<file path="config.mk">
export PLATFORM = sky130hd
export DESIGN_NAME = dmem_uart_io
export DESIGN_NICKNAME = d
export VERILOG_FILES = /design/src/rtl/dmem_uart_io.sv
export SDC_FILE = /design/constraint.sdc
export NUM_CORES = 2
export LEC_CHECK = 0
export CORE_MARGIN = 10
export CORE_UTILIZATION = 58
export CTS_CLUSTER_DIAMETER = 100
export DETAILED_ROUTE_END_ITERATION = 8
export DONT_BUFFER_PORTS = 1
export PLACE_DENSITY = 0.86
export SYNTH_ARGS = -nofsm -noshare
export SYNTH_HDL_FRONTEND = slang
export SYNTH_SLANG_ARGS = --single-unit
</file>
<file path="constraint.sdc">
create_clock -name clk -period 3 [get_ports clk]
set_clock_uncertainty 0.15 [all_clocks]
set_input_delay 0.45 -clock clk [delete_from_list [all_inputs] [get_ports clk]]
set_output_delay 0.45 -clock clk [all_outputs]
set_load 0.01 [all_outputs]
</file>
<file path="src/rtl/dmem_uart_io.sv">
// Data RAM (0x00-0xEF) plus a FIFO-buffered serial debug transmitter at 0xF0/0xF1.
// Optional even-parity bit: define TX_PARITY_EN for 8E1 frames (default 8N1).
module dmem_uart_io #(
    parameter int CLK_DIV    = 4,
    parameter int FIFO_DEPTH = 4
) (
    input  logic       clk,
    input  logic       reset,
    input  logic [7:0] Address_out,
    input  logic [7:0] Data_out,
    input  logic       MW,
    output logic [7:0] Data_in,
    output logic       tx,
    output logic       tx_busy,
    output logic       ovf
);

    localparam int RAM_SIZE = 240;
    localparam int PTR_W    = $clog2(FIFO_DEPTH);
    localparam int CNT_W    = $clog2(FIFO_DEPTH + 1);
    localparam int TMR_W    = $clog2(CLK_DIV);

    localparam logic [TMR_W-1:0] TMR_LAST    = TMR_W'(CLK_DIV - 1);
    localparam logic [CNT_W-1:0] CNT_FULL    = CNT_W'(FIFO_DEPTH);
    localparam logic [7:0]       RAM_LAST    = 8'hEF;
    localparam logic [7:0]       ADDR_TXDATA = 8'hF0;
    localparam logic [7:0]       ADDR_STATUS = 8'hF1;

`ifdef TX_PARITY_EN
    typedef enum logic [2:0] {
        S_IDLE   = 3'd0,
        S_START  = 3'd1,
        S_DATA   = 3'd2,
        S_PARITY = 3'd3,
        S_STOP   = 3'd4
    } state_t;

    function automatic logic even_parity(input logic [7:0] b);
        return ^b;
    endfunction
`else
    typedef enum logic [1:0] {
        S_IDLE  = 2'd0,
        S_START = 2'd1,
        S_DATA  = 2'd2,
        S_STOP  = 2'd3
    } state_t;
`endif

    logic [7:0]       r_ram  [RAM_SIZE];
    logic [7:0]       r_fifo [FIFO_DEPTH];
    logic [PTR_W-1:0] r_wptr;
    logic [PTR_W-1:0] r_rptr;
    logic [CNT_W-1:0] r_count;
    logic             r_ovf;

    state_t           r_state;
    state_t           w_state_nxt;
    logic [TMR_W-1:0] r_timer;
    logic [TMR_W-1:0] w_timer_nxt;
    logic [2:0]       r_bitcnt;
    logic [2:0]       w_bitcnt_nxt;
    logic [7:0]       r_shift;
    logic [7:0]       w_shift_nxt;
    logic             r_tx;
    logic             w_tx_nxt;
    logic             r_busy;
`ifdef TX_PARITY_EN
    logic             r_par;
    logic             w_par_nxt;
`endif

    logic       w_empty;
    logic       w_full;
    logic       w_is_ram;
    logic       w_ram_wr;
    logic       w_txdata_wr;
    logic       w_push;
    logic       w_pop;
    logic       w_drop;
    logic       w_ovf_clr;
    logic       w_bit_end;
    logic [7:0] w_head;

    assign w_empty     = (r_count == {CNT_W{1'b0}});
    assign w_full      = (r_count == CNT_FULL);
    assign w_is_ram    = (Address_out <= RAM_LAST);
    assign w_ram_wr    = MW && w_is_ram;
    assign w_txdata_wr = MW && (Address_out == ADDR_TXDATA);
    // A full FIFO still accepts a byte when the serializer drains one on the same edge.
    assign w_push      = w_txdata_wr && (!w_full || w_pop);
    assign w_drop      = w_txdata_wr && w_full && !w_pop;
    assign w_ovf_clr   = MW && (Address_out == ADDR_STATUS) && Data_out[3];
    assign w_bit_end   = (r_timer == TMR_LAST);
    assign w_head      = r_fifo[r_rptr];

    assign tx      = r_tx;
    assign tx_busy = r_busy;
    assign ovf     = r_ovf;

    // Load-data mux: RAM, STATUS, or zero for TXDATA and the unmapped range.
    always_comb begin
        Data_in = 8'h00;
        if (w_is_ram) begin
            Data_in = r_ram[Address_out];
        end else if (Address_out == ADDR_STATUS) begin
            Data_in = {4'b0000, r_ovf, r_busy, w_full, w_empty};
        end else begin
            Data_in = 8'h00;
        end
    end

    // Data RAM: synchronous write, whole array cleared by reset.
    always_ff @(posedge clk or negedge reset) begin
        if (!reset) begin
            for (int i = 0; i < RAM_SIZE; i++) begin
                r_ram[i] <= 8'h00;
            end
        end else if (w_ram_wr) begin
            r_ram[Address_out] <= Data_out;
        end
    end

    // TX FIFO storage, pointers, occupancy and sticky overflow flag.
    always_ff @(posedge clk or negedge reset) begin
        if (!reset) begin
            for (int i = 0; i < FIFO_DEPTH; i++) begin
                r_fifo[i] <= 8'h00;
            end
            r_wptr  <= {PTR_W{1'b0}};
            r_rptr  <= {PTR_W{1'b0}};
            r_count <= {CNT_W{1'b0}};
            r_ovf   <= 1'b0;
        end else begin
            if (w_push) begin
                r_fifo[r_wptr] <= Data_out;
                r_wptr         <= r_wptr + PTR_W'(1);
            end
            if (w_pop) begin
                r_rptr <= r_rptr + PTR_W'(1);
            end
            case ({w_push, w_pop})
                2'b10:   r_count <= r_count + CNT_W'(1);
                2'b01:   r_count <= r_count - CNT_W'(1);
                default: r_count <= r_count;
            endcase
            if (w_drop) begin
                r_ovf <= 1'b1;
            end else if (w_ovf_clr) begin
                r_ovf <= 1'b0;
            end
        end
    end

    // Serializer next-state logic, including FIFO pop and shift-register reload.
    always_comb begin
        w_state_nxt  = r_state;
        w_timer_nxt  = r_timer + TMR_W'(1);
        w_bitcnt_nxt = r_bitcnt;
        w_shift_nxt  = r_shift;
        w_pop        = 1'b0;
`ifdef TX_PARITY_EN
        w_par_nxt    = r_par;
`endif
        case (r_state)
            S_IDLE: begin
                w_timer_nxt = {TMR_W{1'b0}};
                if (!w_empty) begin
                    w_pop       = 1'b1;
                    w_shift_nxt = w_head;
`ifdef TX_PARITY_EN
                    w_par_nxt   = even_parity(w_head);
`endif
                    w_state_nxt = S_START;
                end else begin
                    w_state_nxt = S_IDLE;
                end
            end
            S_START: begin
                if (w_bit_end) begin
                    w_timer_nxt  = {TMR_W{1'b0}};
                    w_bitcnt_nxt = 3'd0;
                    w_state_nxt  = S_DATA;
                end else begin
                    w_state_nxt = S_START;
                end
            end
            S_DATA: begin
                if (w_bit_end) begin
                    w_timer_nxt  = {TMR_W{1'b0}};
                    w_shift_nxt  = {1'b0, r_shift[7:1]};
                    w_bitcnt_nxt = r_bitcnt + 3'd1;
                    if (r_bitcnt == 3'd7) begin
`ifdef TX_PARITY_EN
                        w_state_nxt = S_PARITY;
`else
                        w_state_nxt = S_STOP;
`endif
                    end else begin
                        w_state_nxt = S_DATA;
                    end
                end else begin
                    w_state_nxt = S_DATA;
                end
            end
`ifdef TX_PARITY_EN
            S_PARITY: begin
                if (w_bit_end) begin
                    w_timer_nxt = {TMR_W{1'b0}};
                    w_state_nxt = S_STOP;
                end else begin
                    w_state_nxt = S_PARITY;
                end
            end
`endif
            S_STOP: begin
                // Chain straight into the next frame so queued bytes leave with no idle gap.
                if (w_bit_end) begin
                    w_timer_nxt = {TMR_W{1'b0}};
                    if (!w_empty) begin
                        w_pop       = 1'b1;
                        w_shift_nxt = w_head;
`ifdef TX_PARITY_EN
                        w_par_nxt   = even_parity(w_head);
`endif
                        w_state_nxt = S_START;
                    end else begin
                        w_state_nxt = S_IDLE;
                    end
                end else begin
                    w_state_nxt = S_STOP;
                end
            end
            default: begin
                w_timer_nxt = {TMR_W{1'b0}};
                w_state_nxt = S_IDLE;
            end
        endcase
    end

    // Line level for the upcoming cycle, so tx is a clean register output.
    always_comb begin
        w_tx_nxt = 1'b1;
        case (w_state_nxt)
            S_START:  w_tx_nxt = 1'b0;
            S_DATA:   w_tx_nxt = w_shift_nxt[0];
`ifdef TX_PARITY_EN
            S_PARITY: w_tx_nxt = w_par_nxt;
`endif
            default:  w_tx_nxt = 1'b1;
        endcase
    end

    // Serializer state, timers and registered line outputs.
    always_ff @(posedge clk or negedge reset) begin
        if (!reset) begin
            r_state  <= S_IDLE;
            r_timer  <= {TMR_W{1'b0}};
            r_bitcnt <= 3'd0;
            r_shift  <= 8'h00;
            r_tx     <= 1'b1;
            r_busy   <= 1'b0;
`ifdef TX_PARITY_EN
            r_par    <= 1'b0;
`endif
        end else begin
            r_state  <= w_state_nxt;
            r_timer  <= w_timer_nxt;
            r_bitcnt <= w_bitcnt_nxt;
            r_shift  <= w_shift_nxt;
            r_tx     <= w_tx_nxt;
            r_busy   <= (w_state_nxt != S_IDLE);
`ifdef TX_PARITY_EN
            r_par    <= w_par_nxt;
`endif
        end
    end

endmodule

</file>
==> flow_summary.yaml <==
die:
  die_area_um2: 172000
  initial_core_util: 0.585
  core_area_um2: 155000
  io_pins: 30
  die_w_um: 415
  dieHeight_um: 415
  rows: 144
grt:
  grtUsageTotal: 0.283
  grt-ovfl-total: 0
  grt_pass1_wl_mm: 376
  grt_max_degree: 491
  antenna_found_initial: 4
  grt_pass1_vias: 59300
critical_path:
  slowest_stage: "mux4_2"
  cp.arrival_ns: 4.60
  crit_buf_inv: 2
  slowest_delay_ns: 0.91
  start_kind: "input port"
  critical_path.top_delay_family: "multiplexers"
  required_ns: 2.40
  cp_cell_sequence: "mux4_2 > mux4_2 > nor2b_4 > nor3_2 > buf_4 > nand4_1 > or3_4 > buf_12"
  critPathMostFrequentCell: "mux4_2"
  crit_path_end_kind: "output pin"
  cp_max_fo: 490
  worst-setup-path-type: "in2out"
route:
  first_iter_violations: 5444
  top_layer: "met5"
  drt-total-wl_mm: 248
  drc: 0
  firstDrtPassIters: 7
  wl_per_cell_um: 29.7
  postRouteAntennaNets: 0
  num_vias: 55400
  wl_met2_mm: 119
  avgViaCountPerCell: 6.63
  wl_met1_mm: 94.5
  wl_met3_mm: 20.0
synthesis:
  synthCells: 5677
  synth_seq_area_share: 0.547
  ys_async_sr_fraction: 1.00
  netlist.area_leader.share: 0.546
  ys_ff_latch: 1977
  ys_top_cells_by_area: "dfrtp_1 (55%), mux2_2 (24%), mux4_2 (13%)"
  synth_ff_type: "dfrtp_1"
  synth_area_leader_cell: "dfrtp_1"
  synth_area_per_cell_um2: 15.9
  synth.most_common_cell: "dfrtp_1"
  netlist_area_um2: 90500
  synth_edf_count: 0
  ys_types: 64
  synth_nets: 5710
  synth_common_cells: "dfrtp_1 (1976), mux2_2 (1961), mux4_2 (524)"
  yosys_warnings: 0
timing:
  fin_ws_ns: -2.20
  worst_slew_pin_slew_ns: 2.62
  relSlewSlack: -0.747
  fin_crit_ns: 5.20
  maxSlewViolCount: 522
  fin_crit_sh: 1.73
  hold_slack_ns: 0.0197
  grt_setup_unrepaired: "yes"
  hold_viol: 0
  setup_viol: 208
  timing.fmax_mhz: 192
status:
  status: "finished with violations"
  violations: "slew limit, setup timing"
clocking:
  htree_levels: 4
  clk_latency_ns: 0.85
  cts-root-buf: "clkbuf_16"
  cts_tree: "done"
  clk_pin_slew_ns: 0.08
  cts_buffers: 193
  cts_sinks: 1977
  cts_max_path_buffers: 3
power:
  ir_drop_uv: 773
  power.total_uw: 58700
  powerDensity_nw_per_um2: 560
  cellLeakagePower_uw: 0.0501
placed_design:
  io_buffer_count: 0
  place.gp.congestion: 0.869
  dp_hpwl_mm: 131
job:
  cap_violations: 0
layout:
  syn_to_final_growth_pct: 15.8
  nFillCells: 9257
  final_layout_size_suffix_gt1_frac: 0.552
  fin_util: 0.678
  finalNetCount: 6184
worst_hold_path:
  hold_path_class: "in2async"
stage by stage:
| step | area, um2 | cells | setup WS, ns | setup TNS [ns] |
|---|---|---|---|---|
| finish | 105000 | 8358 | -2.20 | -37.37 |
| global route | 105000 | 8353 | -1.45 | -11.54 |
| CTS | 105000 | 8346 | -1.31 | -232.77 |
| detailed placement | 94700 | 7699 | -1.84 | -1130.64 |
| global placement | 94700 | 7699 | -1.72 | -1024.30 |
| floorplan | 90800 | 5677 | -0.108 | -0.556 |
routing by layer:
layer | track usage | vias to the layer above
li1 | - | 22200
met1 | 0.366 | 29800
met2 | 0.448 | 2631
met3 | 0.0639 | 817
met4 | 0.149 | 2
met5 | 0 | -
cell type report:
cell class                 count  area (um2)  share of cell area
antenna                        5        12.5            0.000119
clock buffer                 290        5630              0.0537
clock inverter                63         833             0.00795
inverter                       8        35.0            0.000334
multi-input combinational   3267       39400               0.376
sequential                  1977       49500               0.472
tap                         2044        2560              0.0244
timing repair buffer         704        6860              0.0654
path summary, 6_finish.rpt:
| path | from | to | slack (ns) | cells past startpoint |
|---|---|---|---|---|
| max | Address_out[1] | Data_in[7] | -2.20 | 8 |
| min | reset | r_ram[82]$_DFFE_PN0P_ | 0.02 | 2 |
| max reg2reg | r_state[1]$_DFF_PN0_ | r_fifo[27]$_DFFE_PN0P_ | 0.39 | 6 |
| min reg2reg | r_timer[0]$_DFF_PN0_ | r_timer[0]$_DFF_PN0_ | 0.29 | 1 |
| max in group asynchronous | reset | r_ram[1282]$_DFFE_PN0P_ | 0.46 | 5 |
| min in group clk | Address_out[6] | r_ram[3]$_DFFE_PN0P_ | 0.10 | 4 |
worst register-to-register path: stages, from the launching register on:
cell and delay [ns]:
dfrtp_1 0.42, inv_1 0.18, ha_1 0.29, o211ai_1 0.29, nor2b_2 0.42, nand2_1 0.36, mux2_2 0.38
cell usage in the layout, fill, tap and decap left out, drive strengths merged, types with 7 or more instances in the layout:
master          n
nand2          69
a21oi          20
dfrtp        1976
o22ai          35
mux4          524
buf           414
a22o           11
dlygate4sd3   280
nand4          11
a211oi         19
clkbuf        294
mux2         1961
nor2b          35
clkinv         38
nor2          277
bufinv         13
a2111oi        11
a22oi          29
nor3           10
o221ai          7
nand3          30
ha             13
mux2i          90
o21ai          27
inv            15
cell families after synthesis:
logic type                 count (synthesis)  share of synthesized area
muxes                                   2575                      0.384
DFF                                     1977                      0.547
and+or+nand+nor                          471                     0.0284
buffers and inverters                    433                     0.0220
AOI/OAI and AO/OA                        202                     0.0159
adders and majority gates                 14                    0.00202
xor gates and xnor gates                   5                   0.000484
sequential cells by signal (all words and copies together) (netlist names), 2 cells and up:
signal / cells
r_rptr: 2
r_wptr: 2
r_fifo: 32
r_timer: 2
r_bitcnt: 3
r_ram: 1920
r_count: 3
r_state: 2
r_shift: 8
where the power goes:
part           switching (uW)  leakage, uW  internal [uW]
Sequential                800       0.0273          27900
Clock                   10700      0.00317          14100
Combinational            2530       0.0196           2630
timing repair:
item | in CTS | in global routing
gates cloned | 5 | 5
setup buffers | 4 | 2
gates resized for setup | 69 | 12
endpoints found under the hold margin | 2165 | 0
endpoints found under the setup margin | 609 | 641
pin swaps | 27 | 14
hold buffers | 289 | 0
Power figures use the tool's default switching activity.
